$ cat src/rtl/regfile_pkg.sv
// rtl/regfile_pkg.sv - shared register-file constants and dump FSM state type
package regfile_pkg;
  localparam int NUM_REGS = 32;
  localparam int ADDR_W   = 5;
  localparam int DATA_W   = 32;

  typedef enum logic [1:0] {
    IDLE,
    FETCH,
    SEND,
    DONE
  } dump_state_e;
endpackage

$ cat src/rtl/regfile_dump.sv
// rtl/regfile_dump.sv - walks a register range through one read port and streams (addr, data) beats
module regfile_dump
  import regfile_pkg::*;
#(
  parameter int NUM_REGS = regfile_pkg::NUM_REGS,
  parameter int ADDR_W   = regfile_pkg::ADDR_W,
  parameter int DATA_W   = regfile_pkg::DATA_W
) (
  input  logic              clk_i,
  input  logic              rst_ni,
  input  logic              start_i,
  input  logic              abort_i,
  input  logic [ADDR_W-1:0] first_addr_i,
  input  logic [ADDR_W-1:0] last_addr_i,
  output logic [ADDR_W-1:0] rf_addr_o,
  input  logic [DATA_W-1:0] rf_data_i,
  output logic              dump_valid_o,
  input  logic              dump_ready_i,
  output logic [ADDR_W-1:0] dump_addr_o,
  output logic [DATA_W-1:0] dump_data_o,
  output logic              dump_last_o,
  output logic              busy_o,
  output logic              done_o,
  output logic [DATA_W-1:0] checksum_o
);

  if ((2 ** ADDR_W) < NUM_REGS) begin : g_bad_cfg
    $error("ADDR_W too narrow for NUM_REGS");
  end

  dump_state_e       state_q, state_d;
  logic [ADDR_W-1:0] cur_q;
  logic [ADDR_W-1:0] last_q;
  logic              valid_q;
  logic [ADDR_W-1:0] addr_q;
  logic [DATA_W-1:0] data_q;
  logic [DATA_W-1:0] sum_q;
  logic              handshake;

  assign handshake = valid_q && dump_ready_i;

  always_ff @(posedge clk_i or negedge rst_ni) begin
    if (!rst_ni) state_q <= IDLE;
    else         state_q <= state_d;
  end

  always_comb begin
    state_d   = state_q;
    busy_o    = 1'b0;
    done_o    = 1'b0;
    rf_addr_o = '0;
    case (state_q)
      IDLE: begin
        if (start_i) state_d = (first_addr_i <= last_addr_i) ? FETCH : DONE;
      end
      FETCH: begin
        busy_o    = 1'b1;
        rf_addr_o = cur_q;
        state_d   = abort_i ? IDLE : SEND;
      end
      SEND: begin
        busy_o    = 1'b1;
        rf_addr_o = cur_q;
        // abort wins over a handshake landing on the same edge
        if (abort_i)        state_d = IDLE;
        else if (handshake) state_d = (cur_q == last_q) ? DONE : FETCH;
      end
      DONE: begin
        done_o  = 1'b1;
        state_d = IDLE;
      end
      default: state_d = IDLE;
    endcase
  end

  always_ff @(posedge clk_i or negedge rst_ni) begin
    if (!rst_ni) begin
      cur_q   <= '0;
      last_q  <= '0;
      valid_q <= 1'b0;
      addr_q  <= '0;
      data_q  <= '0;
      sum_q   <= '0;
    end else begin
      case (state_q)
        IDLE: begin
          if (start_i) begin
            cur_q  <= first_addr_i;
            last_q <= last_addr_i;
            sum_q  <= '0;
          end
        end
        FETCH: begin
          if (abort_i) begin
            sum_q <= '0;
          end else begin
            data_q  <= rf_data_i;
            addr_q  <= cur_q;
            valid_q <= 1'b1;
            sum_q   <= sum_q ^ rf_data_i;
          end
        end
        SEND: begin
          if (abort_i) begin
            valid_q <= 1'b0;
            sum_q   <= '0;
          end else if (handshake) begin
            valid_q <= 1'b0;
            if (cur_q != last_q) cur_q <= cur_q + ADDR_W'(1);
          end
        end
        default: ;
      endcase
    end
  end

  assign dump_valid_o = valid_q;
  assign dump_addr_o  = addr_q;
  assign dump_data_o  = data_q;
  assign dump_last_o  = valid_q && (addr_q == last_q);
  assign checksum_o   = sum_q;

endmodule

$ cat config.mk
export PLATFORM = sky130hd
export DESIGN_NAME = regfile_dump
export DESIGN_NICKNAME = d
export VERILOG_FILES = /design/src/rtl/regfile_pkg.sv /design/src/rtl/regfile_dump.sv
export SDC_FILE = /design/constraint.sdc
export NUM_CORES = 1
export LEC_CHECK = 0
export ABC_AREA = 1
export CORE_ASPECT_RATIO = 0.6
export CORE_MARGIN = 4
export CORE_UTILIZATION = 30
export CTS_CLUSTER_SIZE = 16
export DETAILED_ROUTE_END_ITERATION = 8
export GPL_ROUTABILITY_DRIVEN = 0
export HOLD_SLACK_MARGIN = 0.03
export REMOVE_ABC_BUFFERS = 1
export SYNTH_ARGS = -nofsm -noshare
export SYNTH_HDL_FRONTEND = slang
export SYNTH_SLANG_ARGS = --single-unit
$ cat constraint.sdc
create_clock -name clk_i -period 1.4 [get_ports clk_i]
set_input_delay 0.14 -clock clk_i [delete_from_list [all_inputs] [get_ports clk_i]]
set_output_delay 0.14 -clock clk_i [all_outputs]
set_load 0.005 [all_outputs]
After elaboration in Yosys (flattened, before gate mapping)
Cells that the tools add are included.
{ "op_classes": {"add_sub_neg": 1, "mul": 0, "div_mod_pow": 0, "n_lt_le_gt_ge": 1, "n_eq_ne": 13, "n_shift": 0, "muxes": 23, "bitwise": 2, "n_reduce_logical": 13} }
{ "ops": {"columns": ["operator", "count"], "rows": [
  ["$mux W32", 3],
  ["$pmux W32 S3", 1],
  ["$xor A32 B32 Y32", 1],
  ["$mux W5", 5],
  ["$mux W2", 6],
  ["$ne A2 B2 Y1 const B", 6],
  ["$eq A5 B5 Y1", 2],
  ["$pmux W5 S2", 1],
  ["$pmux W2 S4", 1],
  ["$reduce_and A2 Y1", 3],
  ["$reduce_and A3 Y1", 2],
  ["$add A5 B1 Y5 const B", 1],
  ["$le A5 B5 Y1", 1],
  ["$mux W1", 5],
  ["$ne A5 B5 Y1", 1],
  ["$reduce_and A5 Y1", 1],
  ["$eq A2 B2 Y1 const B", 2],
  ["$reduce_bool A2 Y1", 2],
  ["$ne A3 B3 Y1 const B", 1],
  ["$reduce_bool A3 Y1", 1],
  ["$eq A2 B1 Y1 const B", 1],
  ["$logic_and A1 B1 Y1", 2],
  ["$logic_not A2 Y1", 1],
  ["$pmux W1 S2", 1],
  ["other kinds (2)", 2]
]} }
{ "totals": {"regBits": 82, "latch_bits": 0, "ram_bits": 0, "mem_bits_ro": 0, "in_bits": 47, "output_inout_bits": 78, "word_cells": 60, "mem_count": 0} }

Logic depth before layout (Yosys ltp)
Gate-level depths: netlist of run 1.
{ "logic_depth": {"depth_word": 5, "ltp_mapped": 11, "depth_no_buf": 10} }

Worst setup path after synthesis of run 1
Ideal clock, no wire load.
{ "synth_path": {"path_kind": "reg2reg", "start": "reg state_q[0]", "end": "reg sum_q[10] (netlist: checksum_o[10])", "setup_ps": 125, "arrival_ps": 1440, "required_time_ps": 1275, "setup_slack_ps": -165, "stages_incl_launch_ff": 11, "n_path_buf": 1, "period_less_slack_ps": 1565, "path_cell_list": "dfrtp_1 inv_1 ha_1 inv_2 nor2_2 inv_2 nand2_4 inv_2 buf_2 a21oi_1 nor3_2"} }
{ "synth_via": {"elab_chain_len": 3, "elab_cells_between_ends": 8, "cone_classes": "eq/ne (4); mux (1); reduce/logical (3)"} }
{ "synth_lines": {"columns": ["element", "line", "source"], "rows": [
  ["from (decl)", "regfile_dump.sv:31", "dump_state_e state_q, state_d;"],
  ["from (signal assigned)", "regfile_dump.sv:44", "else state_q <= state_d;"],
  ["$eq A2 B2 Y1, or another cell as far along", "regfile_dump.sv:85", "case (state_q)"],
  ["$ne A2 B2 Y1 (no source line) or $reduce_bool A3 Y1 (tied branches)", null, null],
  ["$reduce_and A3 Y1 (no source line)", null, null],
  ["to (signal assigned)", "regfile_dump.sv:100", "sum_q <= sum_q ^ rf_data_i;"],
  ["to (decl)", "regfile_dump.sv:37", "logic [DATA_W-1:0] sum_q;"]
]} }
Several ways; a longest one is shown, not always the timed one.
A chain may end at the register's enable or synchronous reset.

Worst setup path in the final report of run 1
{ "layout_path": {"start": "reg state_q[1]", "end": "reg sum_q[12] (netlist: checksum_o[12])"} }
The elaborated chain is that of the path after synthesis.

==> results of run 1 <==
worst reg2reg max path: stages, from the launching register on:
cell	delay, ps
dfrtp_1	400
buf_6	130
ha_4	160
inv_4	70
nor2_4	40
nor2_4	100
nand2_4	80
buf_12	160
buf_16	170
nor3b_2	260
nor3_4	70
state kept, by name, indices dropped and copies added (netlist names):
register	flops
cur_q	5
dump_valid_o	1
state_q	2
checksum_o	32
dump_data_o	32
last_q	5
dump_addr_o	5
layout make-up:
type | instances | area [sq um]
sequential | 82 | 2060
fill | 1007 | 4940
timing repair buffer | 235 | 2620
clock inverter | 5 | 53.8
tap | 170 | 213
inverter | 63 | 254
multi-input combinational | 291 | 2720
clock buffer | 10 | 229
power groups by stage:
stage | Clock [mW] | Sequential (mW) | Combinational [mW]
after detailed placement | 0 | 4.15 | 7.35
after floorplan | 0 | 4.10 | 3.09
final | 2.31 | 4.36 | 12.6
after CTS | 2.36 | 4.16 | 9.52
after global placement | 0 | 4.13 | 7.23
after global routing | 2.47 | 4.47 | 13.4
per-layer routing:
metal  vias to the layer above  track usage  wire [um]
met5                         -            0          0
met3                         8       0.0460        993
met1                      2106        0.252       7480
li1                       1965            -          -
met4                         0       0.0273         85
met2                       130        0.256       7390
cell usage in the layout (no fill, tap or decap), drive strengths merged:
| master | n |
|---|---|
| nand4 | 3 |
| o21ai | 46 |
| inv | 64 |
| nor4 | 1 |
| clkinv | 3 |
| dlygate4sd3 | 1 |
| nor3 | 34 |
| xnor2 | 2 |
| o211ai | 1 |
| o22ai | 1 |
| mux2 | 1 |
| nor3b | 32 |
| nand3 | 9 |
| clkbuf | 21 |
| a21oi | 41 |
| dfrtp | 82 |
| bufinv | 1 |
| ha | 11 |
| clkdlybuf4s50 | 67 |
| dlygate4sd2 | 16 |
| xor2 | 2 |
| nand2 | 99 |
| buf | 107 |
| bufbuf | 1 |
| nor2 | 8 |
| dlymetal6s2s | 32 |
cells by family after synthesis:
logic type,share of synthesized area
simple gates,0.256
compound gates,0.112
buf+inv,0.0872
flops,0.500
fa+ha+maj,0.0335
xor+xnor,0.00854
mux,0.00274
worst max-delay path by stage:
stage                                       to  slack (ps)  cells past startpoint
floorplan           checksum_o[15]$_DFFE_PN0P_        -850                      8
global placement    checksum_o[16]$_DFFE_PN0P_        -220                      7
detailed placement  checksum_o[24]$_DFFE_PN0P_        -250                     10
CTS                 checksum_o[21]$_DFFE_PN0P_        -270                     10
global route        checksum_o[12]$_DFFE_PN0P_        -390                     12
finish              checksum_o[12]$_DFFE_PN0P_        -340                     10
timing repair:
action,in CTS,in global routing
setup buffers,20,25
hold buffers,1,0
gates resized for setup,160,223
gates cloned,6,16
endpoints found under the hold margin,82,0
endpoints found under the setup margin,92,106
pin swaps,25,27
per-stage QoR:
step           utilization  instances
3_3_place_gp         0.450        776
2_1_floorplan            -        434
4_1_cts              0.527        817
3_5_place_dp         0.450        776
5_1_grt              0.622        856
6_report             0.622        856
==> flow_summary.ini, run 1 <==
[run_status]
outcome = complete, but fails checks
violations = setup timing

[worst_setup_path]
worstSetupStartpoint = state_q[1]$_DFFE_PN0P_
critPathTopFamily = simple AND/OR/NAND/NOR gates
r2r_end = checksum_o[12]$_DFFE_PN0P_
crit_top_cell = nor2_4
crit_type = reg2reg
max_stage_delay_ps = 400
cp_max_fo = 9
worstSetupEndpointType = register
cp_cell_sequence = buf_6 > ha_4 > inv_4 > nor2_4 > nor2_4 > nand2_4 > buf_12 > buf_16 > nor3b_2 > nor3_4
cp.arrival_ps = 1960
cp.buffers_inverters = 4
worstPathRequired_ps = 1610
r2r_slack_ps = -340
start_kind = register
r2r-start = state_q[1]$_DFFE_PN0P_
rr_worst_depth = 10
crit_slowest_cell = dfrtp_1

[floorplanning]
dieArea_sq_um = 15700
rows = 32
fp.dieH_um = 98.6
start_util = 0.313
die_w_um = 159
core_region_area_sq_um = 13100
ios = 125

[sta]
tightest_slew_ps = 438
setup_tns_ps = -19830
holdWs_ps = 179
final_max_slew_viol_count = 0
rsz0062_at_grt = yes
period_minus_slack_ps = 1740
finalCritPeriodShare = 1.24
relSlewSlack = 0.708
hold_viol = 0
max_freq_ghz = 0.574
finalSetupViolCount = 84
finClkSkew_ps = 7.50
timing.final.ws_setup_ps = -342

[logic_synthesis]
ys_ff_latch = 82
ys_warn_count = 0
yosys.area.top_type_share = 0.500
synth_common_cells = 94 x nand2_1, 82 x dfrtp_1, 59 x inv_1
synth.most_common_cell = nand2_1
asyncSetResetFlopFracSynth = 1.00
synth_area_sq_um = 4100
synth_top_cell_by_area = dfrtp_1
seq_area_frac_synth = 0.500
synth_area_per_cell_sq_um = 9.06
synth_top_flop_cell = dfrtp_1
synth_edf_count = 0
yosysUniqueCellTypes = 27
ys_top_cells_by_area = dfrtp_1 50%, nand2_1 8.6%, nor3_2 7.3%, nor3b_1 5.9%, o21ai_0 5.6%
synthCells = 453

[power]
switching_share = 0.399
power.leakage_nw = 4.13
power_density_nw_per_um2 = 2370
power_frac_seq = 0.226
peakVddDrop_mv = 0.897
p_int_mw = 11.6
pwr-share-comb = 0.655
power.share.clock = 0.119
switching_power_mw = 7.72
power_mw = 19.3

[detailed_routing]
vias_per_cell = 4.92
drc = 0
post_drt_wl_per_cell_um = 18.6
drt_iter0_drc = 201
postRouteAntennaNets = 0
drt-total-wl_um = 16000
vias = 4209
drtPass1Iterations = 4

[clock_network]
cts_max_path_buffers = 2
cts_buffers = 9
clock_latency_ps = 330
htree_levels = 3
cts-root-buf = clkbuf_16
cts_tree = done
clkTransAtPathRegs_ps = 60
cts_sinks = 82

[global_routing]
grt_overflow = 0
grt_pass1_vias = 4021
grt_pass1_wl_um = 21700
grt_util_all_layers = 0.171
antenna_found_initial = 0
grt_max_degree = 76

[finish]
antennaDiodeCount = 0
nets = 740
drive_above_1_share = 0.471
layout-area-overhead-vs-synth_pct = 98.5
fin_area_sq_um = 8150

[worst_hold_path]
worstHoldPathType = in2async

[placed_design]
port_buffers = 124
dp_hpwl_um = 8880
pre_cts_ws_ps = -251
dpl_cell_area_sq_um = 5900

[run]
maxCapViolCount = 0
Power figures use the tool's default switching activity.
==> inputs of run 2 (changes only) <==
--- a/config.mk
+++ b/config.mk
@@ -9,10 +9,12 @@
 export CORE_ASPECT_RATIO = 0.6
 export CORE_MARGIN = 4
 export CORE_UTILIZATION = 30
+export CTS_BUF_LIST = sky130_fd_sc_hd__clkbuf_4 sky130_fd_sc_hd__clkbuf_8
 export CTS_CLUSTER_SIZE = 16
 export DETAILED_ROUTE_END_ITERATION = 8
 export GPL_ROUTABILITY_DRIVEN = 0
 export HOLD_SLACK_MARGIN = 0.03
+export PLACE_DENSITY = 0.54
 export REMOVE_ABC_BUFFERS = 1
 export SYNTH_ARGS = -nofsm -noshare
 export SYNTH_HDL_FRONTEND = slang
==> flow_summary.ini, run 2 (synthesis results as in run 1) <==
[run_status]
outcome = complete, but fails checks
violations = setup timing

[clock_network]
cts_max_path_buffers = 2
cts_buffers = 9
cts_tree = done
clkTransAtPathRegs_ps = 90
cts_sinks = 82
cts-root-buf = clkbuf_8
htree_levels = 3
clock_latency_ps = 350

[worst_setup_path]
cp_max_fo = 19
r2r_end = checksum_o[9]$_DFFE_PN0P_
start_kind = register
worstSetupEndpointType = register
rr_worst_depth = 9
r2r_slack_ps = -270
crit_type = reg2reg
cp.arrival_ps = 1910
worstPathRequired_ps = 1640
r2r-start = state_q[1]$_DFFE_PN0P_

[power]
peakVddDrop_mv = 0.821
power_mw = 16.5
switching_power_mw = 6.67
switching_share = 0.405
p_int_mw = 9.80
power.leakage_nw = 3.67
power.share.clock = 0.112
power_frac_seq = 0.253
pwr-share-comb = 0.635
power_density_nw_per_um2 = 2270

[finish]
final_common_cell = dfrtp_1
fillers = 1182
final_util = 0.555
fin_cells = 842
antennaDiodeCount = 0
multiInputGateArea_sq_um = 2280
seqCellArea_sq_um = 2050
final_cell_mix = 80 x dfrtp_1, 75 x nand2_1, 67 x buf_4
drive_above_1_share = 0.388
nets = 725
fin_area_sq_um = 7260
layout-area-overhead-vs-synth_pct = 76.9

[detailed_routing]
vias = 3949
drt-total-wl_um = 14200
vias_per_cell = 4.69
postRouteAntennaNets = 0
post_drt_wl_per_cell_um = 16.9
drc = 0
drt_iter0_drc = 137
drtPass1Iterations = 4

[sta]
rsz0062_at_grt = yes
finalSetupViolCount = 85
final_max_slew_viol_count = 0
hold_viol = 0
finClkSkew_ps = 9.00
finalCritPeriodShare = 1.19
max_freq_ghz = 0.601
setup_tns_ps = -12380
holdWs_ps = 319
tightest_slew_ps = 468
period_minus_slack_ps = 1670
relSlewSlack = 0.688
timing.final.ws_setup_ps = -265

[floorplanning]
rows = 32
dieArea_sq_um = 15700
core_region_area_sq_um = 13100
start_util = 0.313
fp.dieH_um = 98.6
die_w_um = 159
ios = 125

[run]
maxCapViolCount = 0

[global_routing]
antenna_found_initial = 0
grt_overflow = 0
grt_max_degree = 83
grt_util_all_layers = 0.168
grt_pass1_vias = 3974
grt_pass1_wl_um = 21000

[placed_design]
pre_cts_ws_ps = -261
dp_hpwl_um = 9180
dpl.cell_count = 778
port_buffers = 124
dpl_cell_area_sq_um = 5910

[worst_hold_path]
worstHoldPathType = in2async
-- run 2: cell count changes in the layout (fill, tap and decap cells not counted), moves of 10 or more --
cell,before,now
nand2_1,51,75
clkbuf_8,0,11
a21oi_2,12,22
o21ai_0,7,23
nand2_4,26,6
dlygate4sd2_1,16,48
o21ai_2,15,4
clkbuf_16,19,5
dlymetal6s2s_1,32,16
a21oi_4,24,7
clkdlybuf4s50_1,67,49
nor3b_4,14,3
-- run 2: routing by layer --
metal | routed length (um) | part of all wire | track usage | vias to the layer above
met5 | 0 | 0 | 0 | -
met4 | 140 | 0.0098 | 0.0360 | 0
met3 | 707 | 0.050 | 0.0435 | 13
met2 | 6240 | 0.44 | 0.258 | 101
met1 | 7130 | 0.50 | 0.240 | 1923
li1 | - | - | - | 1912
-- run 2: cell type report --
| cell class | instances | share of cell area |
|---|---|---|
| timing repair buffer | 222 | 0.311 |
| sequential | 82 | 0.283 |
| multi-input combinational | 289 | 0.314 |
| tap | 170 | 0.0293 |
| clock buffer | 11 | 0.0209 |
| inverter | 63 | 0.0336 |
| clock inverter | 5 | 0.00844 |
-- run 2: repair_timing --
| action | CTS | global route |
|---|---|---|
| pin swaps | 24 | 32 |
| gates resized for setup | 162 | 128 |
| cloned | 3 | 6 |
| hold buffers | 1 | 0 |
| setup buffers | 35 | 9 |
| hold endpoints to repair | 82 | 0 |
| endpoints found under the setup margin | 140 | 107 |
-- run 2: critical path, cell delays in order (launching register included) --
cell	delay, ps
dfrtp_1	420
buf_6	130
ha_4	160
inv_4	60
nor2_4	40
nor2_4	90
nand2_4	100
buf_12	180
nor3b_2	260
nor3_4	70
-- run 2: worst max path at each step --
stage / slack, ps / to / from
floorplan: -850 / checksum_o[15]$_DFFE_PN0P_ / state_q[0]$_DFFE_PN0P_
global placement: -250 / dump_data_o[8]$_DFFE_PN0P_ / abort_i
detailed placement: -260 / dump_data_o[7]$_DFFE_PN0P_ / state_q[1]$_DFFE_PN0P_
CTS: -290 / checksum_o[26]$_DFFE_PN0P_ / state_q[1]$_DFFE_PN0P_
global route: -360 / checksum_o[10]$_DFFE_PN0P_ / state_q[1]$_DFFE_PN0P_
finish: -270 / checksum_o[9]$_DFFE_PN0P_ / state_q[1]$_DFFE_PN0P_
-- run 2: power by group through the flow --
stage	Sequential, mW	Clock (mW)	Combinational [mW]
detailed placement	4.18	0	7.50
global placement	4.16	0	7.41
floorplan	4.10	0	3.09
finish	4.16	1.85	10.5
CTS	4.11	1.91	9.18
global route	4.28	2.01	11.2
==> inputs of run 3 (changes only) <==
--- a/config.mk
+++ b/config.mk
@@ -6,6 +6,8 @@
 export NUM_CORES = 1
 export LEC_CHECK = 0
 export ABC_AREA = 1
+export CELL_PAD_IN_SITES_DETAIL_PLACEMENT = 1
+export CELL_PAD_IN_SITES_GLOBAL_PLACEMENT = 1
 export CORE_ASPECT_RATIO = 0.6
 export CORE_MARGIN = 4
 export CORE_UTILIZATION = 30
@@ -14,7 +16,7 @@
 export DETAILED_ROUTE_END_ITERATION = 8
 export GPL_ROUTABILITY_DRIVEN = 0
 export HOLD_SLACK_MARGIN = 0.03
-export PLACE_DENSITY = 0.54
+export PLACE_DENSITY = 0.86
 export REMOVE_ABC_BUFFERS = 1
 export SYNTH_ARGS = -nofsm -noshare
 export SYNTH_HDL_FRONTEND = slang
==> flow_summary.ini, run 3 (synthesis results as in run 1) <==
[placed_design]
dpl_cell_area_sq_um = 5870
pre_cts_ws_ps = -334
dpl.cell_count = 776
port_buffers = 124
dp_hpwl_um = 10300

[detailed_routing]
vias = 4506
post_drt_wl_per_cell_um = 22.8
drt_iter0_drc = 170
drt-total-wl_um = 20500
vias_per_cell = 5.02
postRouteAntennaNets = 0
drtPass1Iterations = 4
drc = 0

[power]
power_density_nw_per_um2 = 2380
switching_share = 0.427
peakVddDrop_mv = 1.00
power.leakage_nw = 4.35
switching_power_mw = 8.49
power_mw = 19.9
p_int_mw = 11.4
pwr-share-comb = 0.700
power_frac_seq = 0.216
power.share.clock = 0.085

[finish]
fin_area_sq_um = 8370
fillers = 1346
drive_above_1_share = 0.534
fin_cells = 898
antennaDiodeCount = 0
final_util = 0.639
layout-area-overhead-vs-synth_pct = 104
final_common_cell = buf_4
nets = 781
final_cell_mix = 102 x buf_4, 79 x dfrtp_1, 50 x clkdlybuf4s50_1

[floorplanning]
die_w_um = 159
rows = 32
ios = 125
core_region_area_sq_um = 13100
dieArea_sq_um = 15700
start_util = 0.313
fp.dieH_um = 98.6

[worst_setup_path]
worstPathRequired_ps = 1670
cp.buffers_inverters = 7
max_stage_delay_ps = 420
cp.arrival_ps = 2120
crit_slowest_cell = dfrtp_1
cp_cell_sequence = buf_6 > inv_4 > ha_4 > inv_2 > nor2_4 > inv_2 > nand2_4 > buf_4 > a21oi_4 > buf_12 > buf_12 > nor3_2
crit_type = reg2reg
worstSetupEndpointType = register
r2r_slack_ps = -450
start_kind = register
cp_max_fo = 8
critPathTopFamily = buffers and inverters

[global_routing]
grt_pass1_vias = 5015
grt_pass1_wl_um = 28700
antenna_found_initial = 0
grt_max_degree = 46
grt_util_all_layers = 0.233
grt_overflow = 0

[clock_network]
cts_buffers = 9
cts_max_path_buffers = 2
cts_sinks = 82
htree_levels = 3
clkTransAtPathRegs_ps = 100
clock_latency_ps = 350
cts_tree = done
cts-root-buf = clkbuf_8

[sta]
final_max_slew_viol_count = 0
timing.final.ws_setup_ps = -449
holdWs_ps = 216
period_minus_slack_ps = 1850
tightest_slew_ps = 472
finalCritPeriodShare = 1.32
max_freq_ghz = 0.541
finClkSkew_ps = 15.5
rsz0062_at_grt = yes
hold_viol = 0
finalSetupViolCount = 85
setup_tns_ps = -24870
relSlewSlack = 0.685

[run_status]
violations = setup timing
outcome = complete, but fails checks

[worst_hold_path]
worstHoldPathType = in2async

[run]
maxCapViolCount = 0
==> run 3: cell count changes in the layout (fill, tap and decap cells not counted), sizes merged <==
cell / delta
clkdlybuf4s15: +1
clkinvlp: -1
dlygate4sd2: -20
clkbuf: -5
bufbuf: -1
clkinv: +3
clkdlybuf4s50: +1
buf: +61
bufinv: -1
dlymetal6s2s: +17
nand2: +1
==> run 3: final timing paths <==
check,start,endpoint,depth (start not counted)
min in group clk_i,rf_data_i[5],dump_data_o[5]$_DFFE_PN0P_,3
max in group asynchronous,rst_ni,checksum_o[28]$_DFFE_PN0P_,3
hold reg to reg,dump_data_o[22]$_DFFE_PN0P_,dump_data_o[22]$_DFFE_PN0P_,2
setup reg to reg,state_q[1]$_DFFE_PN0P_,checksum_o[21]$_DFFE_PN0P_,12
hold / removal,rst_ni,state_q[0]$_DFFE_PN0P_,2
setup / recovery,state_q[1]$_DFFE_PN0P_,checksum_o[21]$_DFFE_PN0P_,12
==> run 3: cell type report <==
type / instances / area [sq um] / area share
Timing Repair Buffer: 277 / 2930 / 0.350
Multi-Input combinational cell: 290 / 2730 / 0.327
Sequential cell: 82 / 2060 / 0.246
Inverter: 63 / 254 / 0.0303
Tap cell: 170 / 213 / 0.0254
Clock buffer: 10 / 138 / 0.0164
Clock inverter: 6 / 48.8 / 0.00583
==> run 3: layer usage <==
layer / vias to the layer above / track usage / share of wire
met5: - / 0 / 0
met4: 0 / 0.0587 / 0.020
met3: 32 / 0.0489 / 0.034
met2: 141 / 0.422 / 0.52
met1: 2308 / 0.288 / 0.43
li1: 2025 / - / -
==> run 3: timing repair <==
item	in CTS	in global routing
buffers inserted	56	44
pin swaps	13	11
setup endpoints to repair	129	125
hold buffers	1	0
cloned	18	0
endpoints found under the hold margin	82	0
gates resized for setup	293	163
==> run 3: power groups by stage <==
| stage | Clock [mW] | Sequential (mW) | Combinational (mW) |
|---|---|---|---|
| after floorplan | 0 | 4.10 | 3.09 |
| after global placement | 0 | 4.11 | 7.06 |
| after detailed placement | 0 | 4.19 | 7.37 |
| after CTS | 1.68 | 4.18 | 11.9 |
| after global routing | 1.82 | 4.40 | 14.7 |
| final | 1.68 | 4.29 | 13.9 |
